File: config.mk
export PLATFORM = sky130hd
export DESIGN_NAME = sum_requantizer
export DESIGN_NICKNAME = d
export VERILOG_FILES = /design/src/rtl/sum_requantizer.sv
export SDC_FILE = /design/constraint.sdc
export NUM_CORES = 1
export LEC_CHECK = 0
export CELL_PAD_IN_SITES_DETAIL_PLACEMENT = 0
export CELL_PAD_IN_SITES_GLOBAL_PLACEMENT = 2
export CORE_MARGIN = 2
export CORE_UTILIZATION = 36
export CTS_CLUSTER_SIZE = 10
export DETAILED_ROUTE_END_ITERATION = 16
export PLACE_DENSITY = 0.9
export SLEW_MARGIN = 10
export SYNTH_ARGS = -nofsm -noshare
export SYNTH_HDL_FRONTEND = slang
export SYNTH_SLANG_ARGS = --single-unit
File: constraint.sdc
create_clock -name clk -period 6.5 [get_ports clk]
set_input_delay 1.625 -clock clk [delete_from_list [all_inputs] [get_ports clk]]
set_output_delay 1.625 -clock clk [all_outputs]
set_load 0.005 [all_outputs]
File: src/rtl/sum_requantizer.sv
// Accumulates N_TERMS signed partial sums, then rounds half toward +inf,
// arithmetic-shifts and saturates the total down to OUT_W bits.
module sum_requantizer #(
  parameter int unsigned IN_W    = 18,
  parameter int unsigned OUT_W   = 17,
  parameter int unsigned N_TERMS = 10,
  parameter int unsigned ACC_W   = 24,
  parameter int unsigned SHIFT   = 1
) (
  input  logic                    clk,
  input  logic                    rst,
  input  logic                    in_valid,
  output logic                    in_ready,
  input  logic signed [IN_W-1:0]  in_data,
  output logic                    out_valid,
  input  logic                    out_ready,
  output logic signed [OUT_W-1:0] out_data,
  output logic                    out_sat
);

  localparam int unsigned CNT_W  = (N_TERMS > 1) ? $clog2(N_TERMS) : 1;
  localparam int unsigned CALC_W = ACC_W + 1;
  localparam logic [CNT_W-1:0] LAST_CNT = CNT_W'(N_TERMS - 1);
  localparam logic signed [CALC_W-1:0] RND = CALC_W'((2 ** SHIFT) / 2);
  localparam logic signed [CALC_W-1:0] SAT_MAX =
    {{(CALC_W-OUT_W+1){1'b0}}, {(OUT_W-1){1'b1}}};
  localparam logic signed [CALC_W-1:0] SAT_MIN =
    {{(CALC_W-OUT_W+1){1'b1}}, {(OUT_W-1){1'b0}}};

  typedef enum logic [1:0] {ACC, CALC, HOLD} state_t;

  state_t                   state, state_d;
  logic signed [ACC_W-1:0]  acc, acc_d;
  logic [CNT_W-1:0]         cnt, cnt_d;
  logic                     in_ready_d, out_valid_d, out_sat_d;
  logic signed [OUT_W-1:0]  out_data_d;
  logic signed [ACC_W-1:0]  in_ext_c;
  logic signed [CALC_W-1:0] rnd_sum_c, shifted_c;

  // One guard bit above the accumulator keeps the rounding add from wrapping
  assign in_ext_c  = {{(ACC_W-IN_W){in_data[IN_W-1]}}, in_data};
  assign rnd_sum_c = {acc[ACC_W-1], acc} + RND;
  assign shifted_c = rnd_sum_c >>> SHIFT;

  // State and all outputs registered
  always_ff @(posedge clk) begin
    if (rst) begin
      state     <= ACC;
      acc       <= '0;
      cnt       <= '0;
      in_ready  <= 1'b0;
      out_valid <= 1'b0;
      out_data  <= '0;
      out_sat   <= 1'b0;
    end else begin
      state     <= state_d;
      acc       <= acc_d;
      cnt       <= cnt_d;
      in_ready  <= in_ready_d;
      out_valid <= out_valid_d;
      out_data  <= out_data_d;
      out_sat   <= out_sat_d;
    end
  end

  // Next-state and next-output logic
  always_comb begin
    state_d     = state;
    acc_d       = acc;
    cnt_d       = cnt;
    out_valid_d = out_valid;
    out_data_d  = out_data;
    out_sat_d   = out_sat;
    case (state)
      ACC: begin
        if (in_valid && in_ready) begin
          acc_d = acc + in_ext_c;
          if (cnt == LAST_CNT) begin
            cnt_d   = '0;
            state_d = CALC;
          end else begin
            cnt_d = cnt + CNT_W'(1);
          end
        end
      end
      CALC: begin
        out_valid_d = 1'b1;
        state_d     = HOLD;
        if (shifted_c > SAT_MAX) begin
          out_data_d = SAT_MAX[OUT_W-1:0];
          out_sat_d  = 1'b1;
        end else if (shifted_c < SAT_MIN) begin
          out_data_d = SAT_MIN[OUT_W-1:0];
          out_sat_d  = 1'b1;
        end else begin
          out_data_d = shifted_c[OUT_W-1:0];
          out_sat_d  = 1'b0;
        end
      end
      HOLD: begin
        if (out_ready) begin
          out_valid_d = 1'b0;
          acc_d       = '0;
          state_d     = ACC;
        end
      end
      default: state_d = ACC;
    endcase
    in_ready_d = (state_d == ACC);
  end

endmodule

# --- After elaboration in Yosys (flattened, before gate mapping) ---
# Cells that the tools add are included.
op_classes:
  n_eq_ne: 5
  n_reduce_logical: 8
  n_mux: 14
  addsub: 3
  n_lt_le_gt_ge: 2
op_table:
  columns: ["operator", "count"]
  rows:
  - ["24-bit two-way mux", 2]
  - ["24-bit one-hot mux with 2 select lines", 1]
  - ["17-bit two-way mux", 2]
  - ["24-bit by 2-bit adder with 25-bit output (second input constant)", 1]
  - ["24-bit by 18-bit adder with 24-bit output", 1]
  - ["24-bit by 17-bit > comparator with 1-bit output (second input constant)", 1]
  - ["24-bit by 17-bit < comparator with 1-bit output (second input constant)", 1]
  - ["2-bit two-way mux", 3]
  - ["2-bit one-hot mux with 3 select lines", 1]
  - ["4-bit by 1-bit adder with 4-bit output (second input constant)", 1]
  - ["4-bit equality test (second input constant)", 1]
  - ["2-bit zero test", 2]
  - ["4-bit two-way mux", 1]
  - ["2-bit != test (second input constant)", 2]
  - ["2-bit AND reduction", 2]
  - ["2-bit nonzero test", 2]
  - ["1-bit two-way mux", 3]
  - ["3-bit AND reduction", 1]
  - ["2-bit by 1-bit equality test with 1-bit output (second input constant)", 1]
  - ["2-bit equality test (second input constant)", 1]
  - ["1-bit one-hot mux with 2 select lines", 1]
  - ["1-bit logical AND", 1]
word_totals:
  regBits: 50

# --- Longest topological paths before layout ---
depth:
  word_depth: 5
  mapped_depth: 11
  ltp_nobuf: 11

# --- Least setup slack after synthesis ---
# OpenSTA, ideal clock, no wires.
synth_timing:
  kind: "input to register"
  start: "input in_data[8]"
  end: "register acc[20]"
  t_arrival_ns: 3.642
  path_buffers: 0
  cell_stages: 9
  slack_ns: 2.740
  setup_ns: 0.117
  cell_sequence: "ha_1 -> a21oi_1 -> o21ai_1 -> a21o_1 -> or3_1 -> o2111ai_1 -> a21boi_0 -> or3_1 -> a32o_1"
synth_between:
  elab_chain_cells: 3
synth_rtl:
  columns: ["item", "line", "rtl"]
  rows:
  - ["start: declaration", "14", "input logic signed [IN_W-1:0] in_data,"]
  - ["24-bit by 18-bit adder with 24-bit output", "77", "acc_d = acc + in_ext_c;"]
  - ["24-bit two-way mux", "76", "if (in_valid && in_ready) begin"]
  - ["24-bit one-hot mux with 2 select lines", "74", "case (state)"]
  - ["end signal: assignment", "49", "acc <= '0;"]
  - ["end signal: assignment", "57", "acc <= acc_d;"]
  - ["end: declaration", "33", "logic signed [ACC_W-1:0] acc, acc_d;"]
# No other way between the ends. The select of a mux whose other input is x is not followed.
# A chain may end at the register's enable or synchronous reset.

# --- Worst setup path after layout ---
layout_timing:
  start: "input in_data[0]"
  end: "register acc[22]"
# Same word-level chain as after synthesis.

==> metrics <==
run status=completed; most frequent cells in the layout=dfxtp_1 (50), nor2_1 (49), nand2_1 (48); EDFF count, synth=0; count of warnings emitted by yosys=0; Worst Setup End Kind=register; drt first pass iters=4; post-CTS setup buffers=0; Worst-path clk slew=0.10 ns; syn avg cell area=8.15 um2; Post-Synthesis Cells=427; Synth Net Count=474; Die X=102 um; ant diodes=0; Post-synth ARST share=0; most used routing layer=met2; Hold Buf Count CTS=0; Bufs and invs on worst path=2; sequential share of the synthesized area=0.288; Crit path required time=6.71 ns; Max Fanout on Critical Path=4; endpoints failing hold=0; initial antenna violation count=0; via count=3,125; Worst slew margin=0.394; fin nets=510; delay-heaviest family, CP=compound AO/OA/AOI/OAI gates; first-pass GRT wire length=14.3 mm; Cell variety after synth=57; crit share post-route=0.637; Max VDD drop=0.0817 mV; vias in the first global route=2,930; slowest CP cell=clkdlybuf4s50_1; top_reg_cell synth=dfxtp_1; Least-Margin Pin Slew=0.910 ns; crit-path cells=clkdlybuf4s50_1, ha_1, inv_1, fa_1, nor2b_1, o21a_1, o21ai_0, a21oi_1, o2111ai_1, a21o_1, a21bo_2, a32o_1; CTS tree=yes; slowest stage delay, CP=0.46 ns; synth-to-layout area growth=17.6%; met3 global-route usage=0.0192; DR vias/cell=5.27; Max Cap Viol=0; DRT Wirelength=8.52 mm; core area=9330 um2; std cell rows=35; CP startpoint kind=primary input; Clock H-tree levels=2; clock root buffer=clkbuf_8; GRT Resource Usage Total=0.172; Post-route DRC=0; initial DRC count=88; final setup fails=0; final estimated routing congestion in global placement=0.861; flops & latches, synth=50; M2 GR Usage=0.274; mapped cell area=3480 um2; Die Y=102 um; Worst Skew=0.00777 ns; post-CTS resize count=0; final non-filler cell total=593; Slew Viols, Final=0; Pwr per Cell Area=171 nW/um2; worst-skew pair later-pin latency=0.31 ns; worst hold path class=register to register; clk sinks=50; Max Buffers Root-to-Sink=2; Starting Density=0.373; CTS buffer count=5; DP Cell Count=585; RSZ-0062 raised after global routing=false; Setup CP Type=primary input to register; Fmax=241 MHz; port bufs=41; die area=10,500 um2; Fin Setup TNS=0 ns; layout cells sized above 1=0.0625; dpl hpwl=6.58 mm; Power Total=0.699 mW; WP data arrival=4.35 ns; gr ovfl total=0; antenna viol nets, final=0; largest net degree at the start of global routing=26; met1 Use GR=0.246; wire per inst=14.4 um; Leak=1.54 nW; minimum clock period after layout=4.14 ns; most common cell after layout, fill and taps aside=dfxtp_1; Top Ports=42
==> cell usage after synthesis, types with 3 or more instances <==
cell / count / area share
dfxtp_1: 50 / 0.29
nor2_1: 49 / 0.053
nand2_1: 48 / 0.052
a21oi_1: 25 / 0.036
ha_1: 24 / 0.086
o21ai_0: 23 / 0.033
xnor2_1: 21 / 0.053
a21o_1: 14 / 0.030
xor2_1: 13 / 0.033
nand3_1: 12 / 0.017
a211oi_1: 10 / 0.022
a211oi_2: 9 / 0.032
clkbuf_1: 9 / 0.0097
nand2b_1: 9 / 0.016
nor3_1: 9 / 0.013
a22oi_1: 7 / 0.015
nor2b_1: 7 / 0.013
inv_1: 6 / 0.0065
and2_1: 5 / 0.0090
and3_1: 5 / 0.0090
nor4_1: 5 / 0.0090
o21a_1: 5 / 0.011
or3_1: 5 / 0.0090
and4_1: 4 / 0.010
nand4_1: 4 / 0.0072
a32o_1: 3 / 0.0086
a32oi_1: 3 / 0.0076
a41oi_1: 3 / 0.0076
buf_6: 3 / 0.0097
o31ai_1: 3 / 0.0065
==> final cells by class <==
class,instances,area [um2]
inverters,6,22.5
repair buffers,45,440
clock buffers,6,82.6
clock inverters,2,12.5
fillers,975,5240
multi-input cells,355,2370
well taps,129,161
flip-flops and latches,50,1000
==> layer usage <==
layer	routed length [um]	vias to the layer above
met3	272	7
met1	4390	1438
met2	3760	49
met5	0	-
met4	101	0
li1	-	1631
==> flip-flops by register name, indices dropped and copies added (netlist names) <==
name and count:
acc 24, cnt 4, in_ready 1, out_data 17, out_sat 1, out_valid 1
state 2
==> cells by family (layout without fill, tap and decap cells) <==
| family | count (synthesis) | count (layout) | synth area share |
|---|---|---|---|
| AND/OR/NAND/NOR | 170 | 170 | 0.241 |
| AO/OA/AOI/OAI | 123 | 123 | 0.254 |
| flip-flops | 50 | 50 | 0.288 |
| XOR/XNOR | 34 | 34 | 0.0856 |
| adder cells (fa/ha/maj) | 25 | 25 | 0.0921 |
| buffers and inverters | 22 | 59 | 0.0309 |
| multiplexers | 3 | 3 | 0.00899 |
==> metrics by stage <==
| stage | cell area (um2) | hold WS (ns) | utilization | worst slack [ns] |
|---|---|---|---|---|
| floorplan | 3480 | 0.465 | - | 2.74 |
| global placement | 4000 | 0.461 | 0.428 | 2.10 |
| detailed placement | 4000 | 0.469 | 0.428 | 2.02 |
| CTS | 4090 | 0.489 | 0.438 | 2.34 |
| global route | 4090 | 0.521 | 0.438 | 2.14 |
| finish | 4090 | 0.483 | 0.438 | 2.36 |
==> final timing paths <==
| path | endpoint | from | cells past startpoint | slack (ns) |
|---|---|---|---|---|
| min | out_valid | out_valid | 1 | 0.48 |
| max | acc[22] | in_data[0] | 12 | 2.36 |
| min reg2reg | out_valid | out_valid | 1 | 0.48 |
| max reg2reg | out_data[10] | acc[2] | 8 | 3.35 |
==> where the power goes <==
part | switching, mW | total (mW) | internal [mW] | leakage (nW)
sequential | 0.0227 | 0.341 | 0.319 | 0.406
combinational | 0.0886 | 0.166 | 0.0770 | 1.09
clock | 0.107 | 0.193 | 0.0858 | 0.0472
total | 0.218 | 0.699 | 0.481 | 1.54
(Power assumes the default switching activity.)
